`config.mk`:
```
export PLATFORM = sky130hd
export DESIGN_NAME = alu_sequencer
export DESIGN_NICKNAME = d
export VERILOG_FILES = /design/src/rtl/alu_sequencer.sv
export SDC_FILE = /design/constraint.sdc
export NUM_CORES = 1
export LEC_CHECK = 0
export ABC_CLOCK_PERIOD_IN_PS = 2150
export BUFFER_PORTS_ARGS = -buffer_cell sky130_fd_sc_hd__buf_2
export CORE_MARGIN = 2
export CORE_UTILIZATION = 50
export DETAILED_ROUTE_END_ITERATION = 6
export GPL_TIMING_DRIVEN = 0
export PLACE_DENSITY = 0.75
export SLEW_MARGIN = 20
export SYNTH_ARGS = -nofsm -noshare
export SYNTH_HDL_FRONTEND = slang
export SYNTH_SLANG_ARGS = --single-unit
```
`constraint.sdc`:
```
create_clock -name clock -period 2.15 [get_ports clock]
set_input_delay 0.43 -clock clock [delete_from_list [all_inputs] [get_ports clock]]
set_output_delay 0.43 -clock clock [all_outputs]
set_load 0.03 [all_outputs]
```
`src/rtl/alu_sequencer.sv`:
```
// Multi-cycle execute controller: owns the register file, flag bank and pc, and steps
// one instruction at a time through an external registered ALU (IDLE-DECODE-EXEC-WB).
module alu_sequencer #(
    parameter logic [31:0] RESET_PC   = 32'h0000_0000,
    parameter int unsigned BRANCH_REG = 8
) (
    input  logic        clock,
    input  logic        reset_n,
    input  logic        instr_valid,
    output logic        instr_ready,
    input  logic [31:0] instr_word,
    output logic [31:0] pc,
    output logic        done,
    output logic        illegal,
    output logic [31:0] alu_A,
    output logic [31:0] alu_B,
    output logic [31:0] alu_reg8,
    output logic [15:0] alu_value,
    output logic        alu_highlow,
    output logic        alu_F1,
    output logic        alu_F2,
    output logic [6:0]  alu_instr,
    input  logic [31:0] alu_C,
    input  logic        alu_F3,
    input  logic [31:0] alu_naddr
);

    localparam logic [3:0] BRANCH_IDX = 4'(BRANCH_REG);

    typedef enum logic [1:0] {
        S_IDLE,
        S_DECODE,
        S_EXEC,
        S_WB
    } state_t;

    state_t      state;
    state_t      state_next;
    logic [31:0] instr_q;
    logic [31:0] regs [16];
    logic [3:0]  flags;
    logic [31:0] pc_inc;

    logic [6:0]  op;
    logic [3:0]  rd;
    logic [3:0]  ra;
    logic [3:0]  rb;
    logic        highlow;
    logic [15:0] value;
    logic [1:0]  fs1;
    logic [1:0]  fs2;
    logic [1:0]  fd;

    // The register and flag selectors overlap the immediate field by design.
    assign op      = instr_q[31:25];
    assign rd      = instr_q[24:21];
    assign ra      = instr_q[20:17];
    assign highlow = instr_q[16];
    assign value   = instr_q[15:0];
    assign rb      = instr_q[15:12];
    assign fs1     = instr_q[11:10];
    assign fs2     = instr_q[9:8];
    assign fd      = instr_q[7:6];

    assign pc_inc  = pc + 32'd1;

    // NOTE: sequential state uses non-blocking assignments so every register
    // samples pre-edge values, independent of block evaluation order.
    always_ff @(posedge clock or negedge reset_n) begin
        if (!reset_n) begin
            state <= S_IDLE;
        end else begin
            state <= state_next;
        end
    end

    // NOTE: defaults first, so no path through the case leaves a signal
    // unassigned and infers a latch.
    always_comb begin
        state_next  = state;
        instr_ready = 1'b0;
        case (state)
            S_IDLE: begin
                instr_ready = 1'b1;
                if (instr_valid) begin
                    state_next = S_DECODE;
                end
            end
            S_DECODE: state_next = S_EXEC;
            S_EXEC:   state_next = S_WB;
            S_WB:     state_next = S_IDLE;
            default:  state_next = S_IDLE;
        endcase
    end

    always_ff @(posedge clock or negedge reset_n) begin
        if (!reset_n) begin
            instr_q <= '0;
        end else if (state == S_IDLE && instr_valid) begin
            instr_q <= instr_word;
        end
    end

    // Operands are captured once in DECODE and then held until the next DECODE.
    always_ff @(posedge clock or negedge reset_n) begin
        if (!reset_n) begin
            alu_A       <= '0;
            alu_B       <= '0;
            alu_reg8    <= '0;
            alu_value   <= '0;
            alu_highlow <= 1'b0;
            alu_F1      <= 1'b0;
            alu_F2      <= 1'b0;
            alu_instr   <= '0;
        end else if (state == S_DECODE) begin
            alu_A       <= regs[ra];
            alu_B       <= regs[rb];
            alu_reg8    <= regs[BRANCH_IDX];
            alu_value   <= value;
            alu_highlow <= highlow;
            alu_F1      <= flags[fs1];
            alu_F2      <= flags[fs2];
            alu_instr   <= op;
        end
    end

    // NOTE: the register file is reset explicitly because software relies on
    // every register reading zero after reset; this keeps it out of RAM macros.
    always_ff @(posedge clock or negedge reset_n) begin
        if (!reset_n) begin
            for (int i = 0; i < 16; i++) begin
                regs[i] <= '0;
            end
            flags   <= '0;
            pc      <= RESET_PC;
            done    <= 1'b0;
            illegal <= 1'b0;
        end else begin
            done    <= 1'b0;
            illegal <= 1'b0;
            if (state == S_WB) begin
                done <= 1'b1;
                case (op) inside
                    [7'd0:7'd7]: begin
                        regs[rd] <= alu_C;
                        pc       <= pc_inc;
                    end
                    [7'd8:7'd13]: begin
                        flags[fd] <= alu_F3;
                        pc        <= pc_inc;
                    end
                    7'd14: pc <= alu_naddr;
                    // Conditional branch uses the flag latched in DECODE, not ALU addrch.
                    7'd15: pc <= alu_F1 ? alu_naddr : pc_inc;
                    default: begin
                        illegal <= 1'b1;
                        pc      <= pc_inc;
                    end
                endcase
            end
        end
    end

endmodule

```
# Yosys cells after proc, flatten, opt, wreduce, memory -nomap -nowiden
# Cells that the tools add are included.
# word_totals
out_inout_bits,157
input_bits,100
elab_cells,91
reg_bits,706
# op_classes
bitwise,4
n_reduce_logical,8
n_lt_le_gt_ge,12
eq_ne,6
mux,30
n_addsub,1
# op_table
op,n
$bwmux 512,1
$mux 32,10
$bmux 32 s4,2
$demux 32 s4,1
$add 32x1->32 const B,1
$ge 5x5->1 const B,3
$not 4->5,3
$eq 7x4->1 const B,2
$mux 1,10
$lt 2x3->1 const B,3
$pmux 2 s4,1
$ge 7x1->1 const B,1
$ge 7x4->1 const B,1
$le 7x3->1 const B,1
$le 7x4->1 const B,1
$logic_and 1x1->1,5
$lt 5x1->1 const B,1
$bmux 1 s2,2
$bwmux 4,1
$eq 2x2->1 const B,2
$reduce_and 3->1,1
$demux 1 s2,1
$eq 2x1->1 const B,1
$ge 2x1->1 const B,1
other kinds (5),5

# Longest topological paths before layout
# depth
depth_word,6
depth_mapped,8

# Worst setup path after synthesis
# Ideal clock, no wire load.
# synth_path
path_kind,flip-flop to flip-flop
from,register pc[0]
to,register pc[30]
t_arrival_ns,2.078
slack_ns,-0.052
required_ns,2.026
path_stages_with_launch,7
synth_period_minus_slack_ns,2.202
path_cell_list,dfrtp_1 > ha_1 > nand4_1 > nor4_2 > and4_1 > and4_1 > nor3_1
# synth_between
elab_chain_len,6
# synth_lines
element,line_no,rtl
from (decl),12,"output logic [31:0] pc,"
from (signal assigned),146,pc <= pc_inc;
from (signal assigned),150,pc <= pc_inc;
from (signal assigned),152,7'd14: pc <= alu_naddr;
$add 32x1->32 *,65,assign pc_inc = pc + 32'd1;
$mux 32,154,7'd15: pc <= alu_F1 ? alu_naddr : pc_inc;
$mux 32 (3 in a row),143,case (op) inside
$mux 32 *,143,
# Mark *: on every way between the ends. The rest lies on a longest branch, timed or not.
# A chain may end at the register's enable or synchronous reset.

# Worst setup path in the final report
# layout_path
from,register instr_q[30]
to,register regs[197] (netlist bit)
# layout_between
elab_chain_len,3
# layout_lines
element,line_no,rtl
from (decl),39,logic [31:0] instr_q;
from (signal assigned),100,instr_q <= instr_word;
$ge 7x1->1 (no source line) / $le 7x3->1 (equally long branches),-,
$logic_and 1x1->1 (no source line) *,-,
$reduce_and 2->1 (no source line) *,-,
"to (signal, indexed assignment)",145,regs[rd] <= alu_C;
to (decl),40,logic [31:0] regs [16];
# Marks and branches as above.

==> results.md <==
- The category of the worst setup path capture point is a register.
- At the pin with the least slew margin, the transition time is 0.9588 ns.
- The worst flop-to-flop path startpoint is instr_q[30]$_DFFE_PN0P_.
- In this run, flip-flops and latches consume 33.7% of the power.
- The synthesized netlist contains 54 unique library cells.
- The count of TritonRoute iterations in the first routing pass is 5.
- The number of global-route vias before repair is 26,650.
- The finished layout holds 3,754 standard cells, fillers aside.
- The worst path in the final design needs a cycle of 2.356 ns, including I/O delays and setup.
- The clock latency of the later-clocked register in the worst-skew pair is 0.65 ns.
- The remaining global-route overflow is 0.
- The critical hold path startpoint is instr_word[24].
- After detailed routing, the number of vias per cell comes to 6.903.
- In the final layout, the multi-input gates occupy 17,370 µm².
- Detailed placement ended at an HPWL of 76.68 mm.
- The total wirelength of the detailed-routed design is 127.9 mm.
- The most area-hungry cell type in the Yosys netlist is sky130_fd_sc_hd__dfrtp_1.
- Relative to the synthesized area, the layout overhead comes to 26.28%.
- The dominant delay contributor by cell family on the critical path is simple AND/OR/NAND/NOR gates.
- The checks that failed: negative setup slack.
- The number of synthesis warnings is 0.
- The number of placement rows is 96.
- Internal power comes to 38.88 mW.
- The completed layout was analyzed and its total power is 65.12 mW.
- The path with the worst hold slack has its endpoint at instr_q[24]$_DFFE_PN0P_.
- The number of clock buffers added by TritonCTS is 77.
- Routability-driven placement finished with a final weighted congestion of 0.9220.
- Walking the worst path, the cells encountered are nor3_4, nand4b_1, or2_4, nor3_4, buf_4, buf_12, mux2_2.
- Summing every instance area after synthesis gives 34,650 µm².
- The fraction of synthesized cell area taken by the top area cell type is 50.99%.
- The required time reported for the critical path endpoint is 2.66 ns.
- In this design, the critical path's most frequently occurring cell is sky130_fd_sc_hd__nor3_4.
- The area occupied by registers is 17,670 µm².
- The endpoint arrival time on the critical path is 2.86 ns.
- The number of placed instances, taps included, is 3,527.
- The wire length of the first global-routing pass is 179.6 mm.
- Setup repair after global routing could not meet its margin everywhere.
- The buffer and inverter count on the worst path is 2.
- The TritonCTS clock tree is yes.
- The register-to-register setup slack is -0.21 ns.
- The maximum achievable frequency is 0.4245 GHz.
- The clock net in this run drives a total of 706 sinks.
- The most common library cell in the layout ignoring fill and taps is sky130_fd_sc_hd__dfrtp_1.
- Synthesis handed over a netlist of 2,333 instances.
- After synthesis, the cell types taking the most area are sky130_fd_sc_hd__dfrtp_1, sky130_fd_sc_hd__mux2_2, sky130_fd_sc_hd__mux4_2.
- The hold violation total from the final report is 0.
- Of the total power, combinational logic draws 45.9%.
- The layout has 4,725 filler cells.
- The floorplan step set the die width to 267.2 µm.
- The final net count is 2,865.
- 257 I/O pins were placed.
- The finished layout cell area is 43,750 µm².
- Of all nets on the critical path, the largest fanout is 10.
- The ratio of total power to cell area is 1488 nW/µm².
- Of the cells placed in the final design, the portion with a size suffix greater than 1 is 57.14%.
- The placed cell area is 37,330 µm².
- For this configuration, the core starts out at a cell density of 50.52%.
- On the final layout, the worst clock skew is 0.03663 ns.
- IR analysis of the VDD net gives a maximum drop of 1.028 mV.
- The critical path in this run is classified as reg -> reg.
- The number of nets with antenna violations after routing is 0.
- The sequential-to-total area share from yosys stat is 50.99%.
- The clock network is responsible for 20.5% of the overall power.
- The core region is 68,590 µm².
- STA classifies the critical path startpoint as a register.
- Setup violations remaining at the end of the flow were counted as 400.
- The number of flops mapped to enable cells by yosys is 0.
- The post-detailed-route DRC marker count is 0.
- For this design the total switching power over the nets is 26.24 mW.
- The worst hold path passes through 2 cells.
- The average instance area after synthesis is 14.85 µm².
- In this run the critical register-to-register path is captured at regs[197]$_DFFE_PN0P_.
- The post-synthesis async set-or-reset flop share is 100.0%.
- The floorplan step set the die height to 267.2 µm.
- The post-route setup TNS is -28.31 ns.
- The final critical-path share of the clock period is 109.6%.
- The smallest setup slack after layout is -0.2059 ns.
- The type of the tightest min-delay check is in -> reg.
- Entering global routing, the biggest net connects 106 pins.
- After the first detailed-routing iteration, the DRC count stood at 3,097.
- The root buffer cell is sky130_fd_sc_hd__clkbuf_16.
- The final number of max-transition violations is 0.
- The number of cells on the worst reg-to-reg path is 7.
- The via count is 25,920.
- The leakage power is 19.21 nW.
- The initial antenna violation count came to 9.
- Across the run, the number of max-cap violations was 0.
- Global routing consumed, over all layers together, 34.93% of the routing resources.
- The number of buffers on the longest clock path is 3.
- On the critical path, the stage with the largest delay is an instance of sky130_fd_sc_hd__dfrtp_1.
- The run finished, with violations left.
- The worst slew slack as a fraction of its limit is 36.08%.
- Measured on the finished design, the core utilization comes to 63.80%.
- The number of nets handed over by synthesis was 2,438.
- The main flop type after synthesis is sky130_fd_sc_hd__dfrtp_1.
- The clock-pin slew reported for the worst setup and hold paths after clock tree synthesis is 0.06 ns.
- Dividing the detail-routed wire length by the instance count gives 34.07 µm.
- The register bit total from synthesis is 706.
- In this run the tool buffered the top-level ports with 256 buffer cells.
- The largest single stage delay on the critical path is 0.42 ns.
- Net switching is 40.29% of the power.
- The top cell types in the final layout, fill and taps aside, are sky130_fd_sc_hd__dfrtp_1, sky130_fd_sc_hd__mux2_2, sky130_fd_sc_hd__buf_2.
- The die area is 71,420 µm².
- The maximum level of the CTS H-tree is 3.
[cells in the mapped netlist, types with 3 or more instances]
cell / instances
sky130_fd_sc_hd__a211oi_1: 4
sky130_fd_sc_hd__o21a_1: 3
sky130_fd_sc_hd__and4_1: 5
sky130_fd_sc_hd__buf_1: 30
sky130_fd_sc_hd__mux2i_1: 41
sky130_fd_sc_hd__a21oi_1: 83
sky130_fd_sc_hd__and3_1: 4
sky130_fd_sc_hd__nor3_2: 3
sky130_fd_sc_hd__or2_2: 3
sky130_fd_sc_hd__o22ai_1: 106
sky130_fd_sc_hd__o211ai_1: 13
sky130_fd_sc_hd__a31oi_1: 5
sky130_fd_sc_hd__nand2b_1: 7
sky130_fd_sc_hd__mux2_2: 646
sky130_fd_sc_hd__mux4_2: 245
sky130_fd_sc_hd__o41ai_1: 3
sky130_fd_sc_hd__dfrtp_1: 706
sky130_fd_sc_hd__a311oi_1: 3
sky130_fd_sc_hd__o221ai_1: 14
sky130_fd_sc_hd__clkbuf_1: 118
sky130_fd_sc_hd__buf_2: 62
sky130_fd_sc_hd__nor3_1: 12
sky130_fd_sc_hd__mux2_1: 10
sky130_fd_sc_hd__or3_1: 6
sky130_fd_sc_hd__and2_1: 8
sky130_fd_sc_hd__nand4_1: 12
sky130_fd_sc_hd__nand3_1: 15
sky130_fd_sc_hd__a22oi_1: 16
sky130_fd_sc_hd__nand2_1: 30
sky130_fd_sc_hd__inv_1: 26
sky130_fd_sc_hd__o31ai_1: 4
sky130_fd_sc_hd__nor2_1: 33
sky130_fd_sc_hd__o22a_1: 4
sky130_fd_sc_hd__o21ai_0: 22
sky130_fd_sc_hd__ha_1: 5
[worst max path at each step]
stage                            endpoint  slack (ns)                    start  cells after the start
floorplan              pc[27]$_DFFE_PN0P_       -0.03        pc[7]$_DFFE_PN0P_                      6
global placement    regs[134]$_DFFE_PN0P_      -13.66                  reset_n                      1
detailed placement  alu_B[22]$_DFFE_PN0N_       -1.24     state[1]$_DFFE_PN0P_                      6
CTS                 regs[197]$_DFFE_PN0P_       -0.11  instr_q[29]$_DFFE_PN0P_                      7
global route        regs[197]$_DFFE_PN0P_       -0.28  instr_q[30]$_DFFE_PN0P_                      7
finish              regs[197]$_DFFE_PN0P_       -0.21  instr_q[30]$_DFFE_PN0P_                      7
[per-layer routing]
metal | GRT usage, % | vias up | routed length (µm)
li1 | - | 9886 | -
met1 | 43.39 | 13520 | 45390
met2 | 53.44 | 1972 | 58410
met3 | 12.27 | 539 | 15770
met4 | 19.65 | 2 | 8341
met5 | 0 | - | 10
[power by group through the flow]
| stage | Combinational (mW) | Clock (mW) | Sequential, mW |
|---|---|---|---|
| after floorplan | 15.9 | 0 | 23.0 |
| after global placement | 26.4 | 0 | 21.1 |
| after detailed placement | 27.0 | 0 | 21.5 |
| after CTS | 28.2 | 13.3 | 21.5 |
| after global routing | 30.8 | 13.9 | 22.2 |
| final | 29.9 | 13.3 | 21.9 |
[kinds of logic after synthesis]
| group | count (synthesis) | share of synthesized area [%] |
|---|---|---|
| compound gates | 293 | 5.294 |
| fa+ha+maj | 5 | 0.1806 |
| buf+inv | 237 | 2.813 |
| flops | 706 | 50.99 |
| mux | 942 | 38.43 |
| simple gates | 150 | 2.297 |
[state kept, by name, summed over array words and instances (netlist names)]
| name | count |
|---|---|
| pc | 32 |
| alu_instr | 7 |
| alu_F2 | 1 |
| alu_F1 | 1 |
| regs | 512 |
| state | 2 |
| alu_highlow | 1 |
| alu_B | 32 |
| illegal | 1 |
| instr_q | 32 |
| done | 1 |
| alu_value | 16 |
| flags | 4 |
| alu_reg8 | 32 |
| alu_A | 32 |
[worst register-to-register path: cells and delay by family (launching register included)]
kind / cells / cell delay [ns]
and+or+nand+nor: 4 / 1.08
muxes: 1 / 0.36
buffers and inverters: 2 / 0.37
DFF: 1 / 0.42
[layout make-up]
type	count	share of cell area, %
Multi-Input combinational cell	1390	39.71
Tap cell	931	2.662
Antenna cell	9	0.05147
Clock buffer	108	5.019
Buffer	202	4.424
Sequential cell	706	40.38
Clock inverter	25	0.6405
Inverter	26	0.2230
Timing Repair Buffer	357	6.889
[stage by stage]
step	hold WS [ns]	setup slack, ns
5_1_grt	0.03060	-0.2792
6_report	0.04055	-0.2059
3_3_place_gp	0.4778	-13.66
3_5_place_dp	0.3442	-1.235
2_1_floorplan	0.1344	-0.02548
4_1_cts	0.01740	-0.1129
[repair_timing]
item                                   in CTS  in global routing
endpoints found under the hold margin      35                  0
setup endpoints to repair                 664                666
pin swaps                                  35                 33
setup buffers                              51                 19
gates resized for setup                   527                315
cloned                                     24                  8
hold buffers                                2                  0
Note: power is estimated with default switching activity, not from simulation.
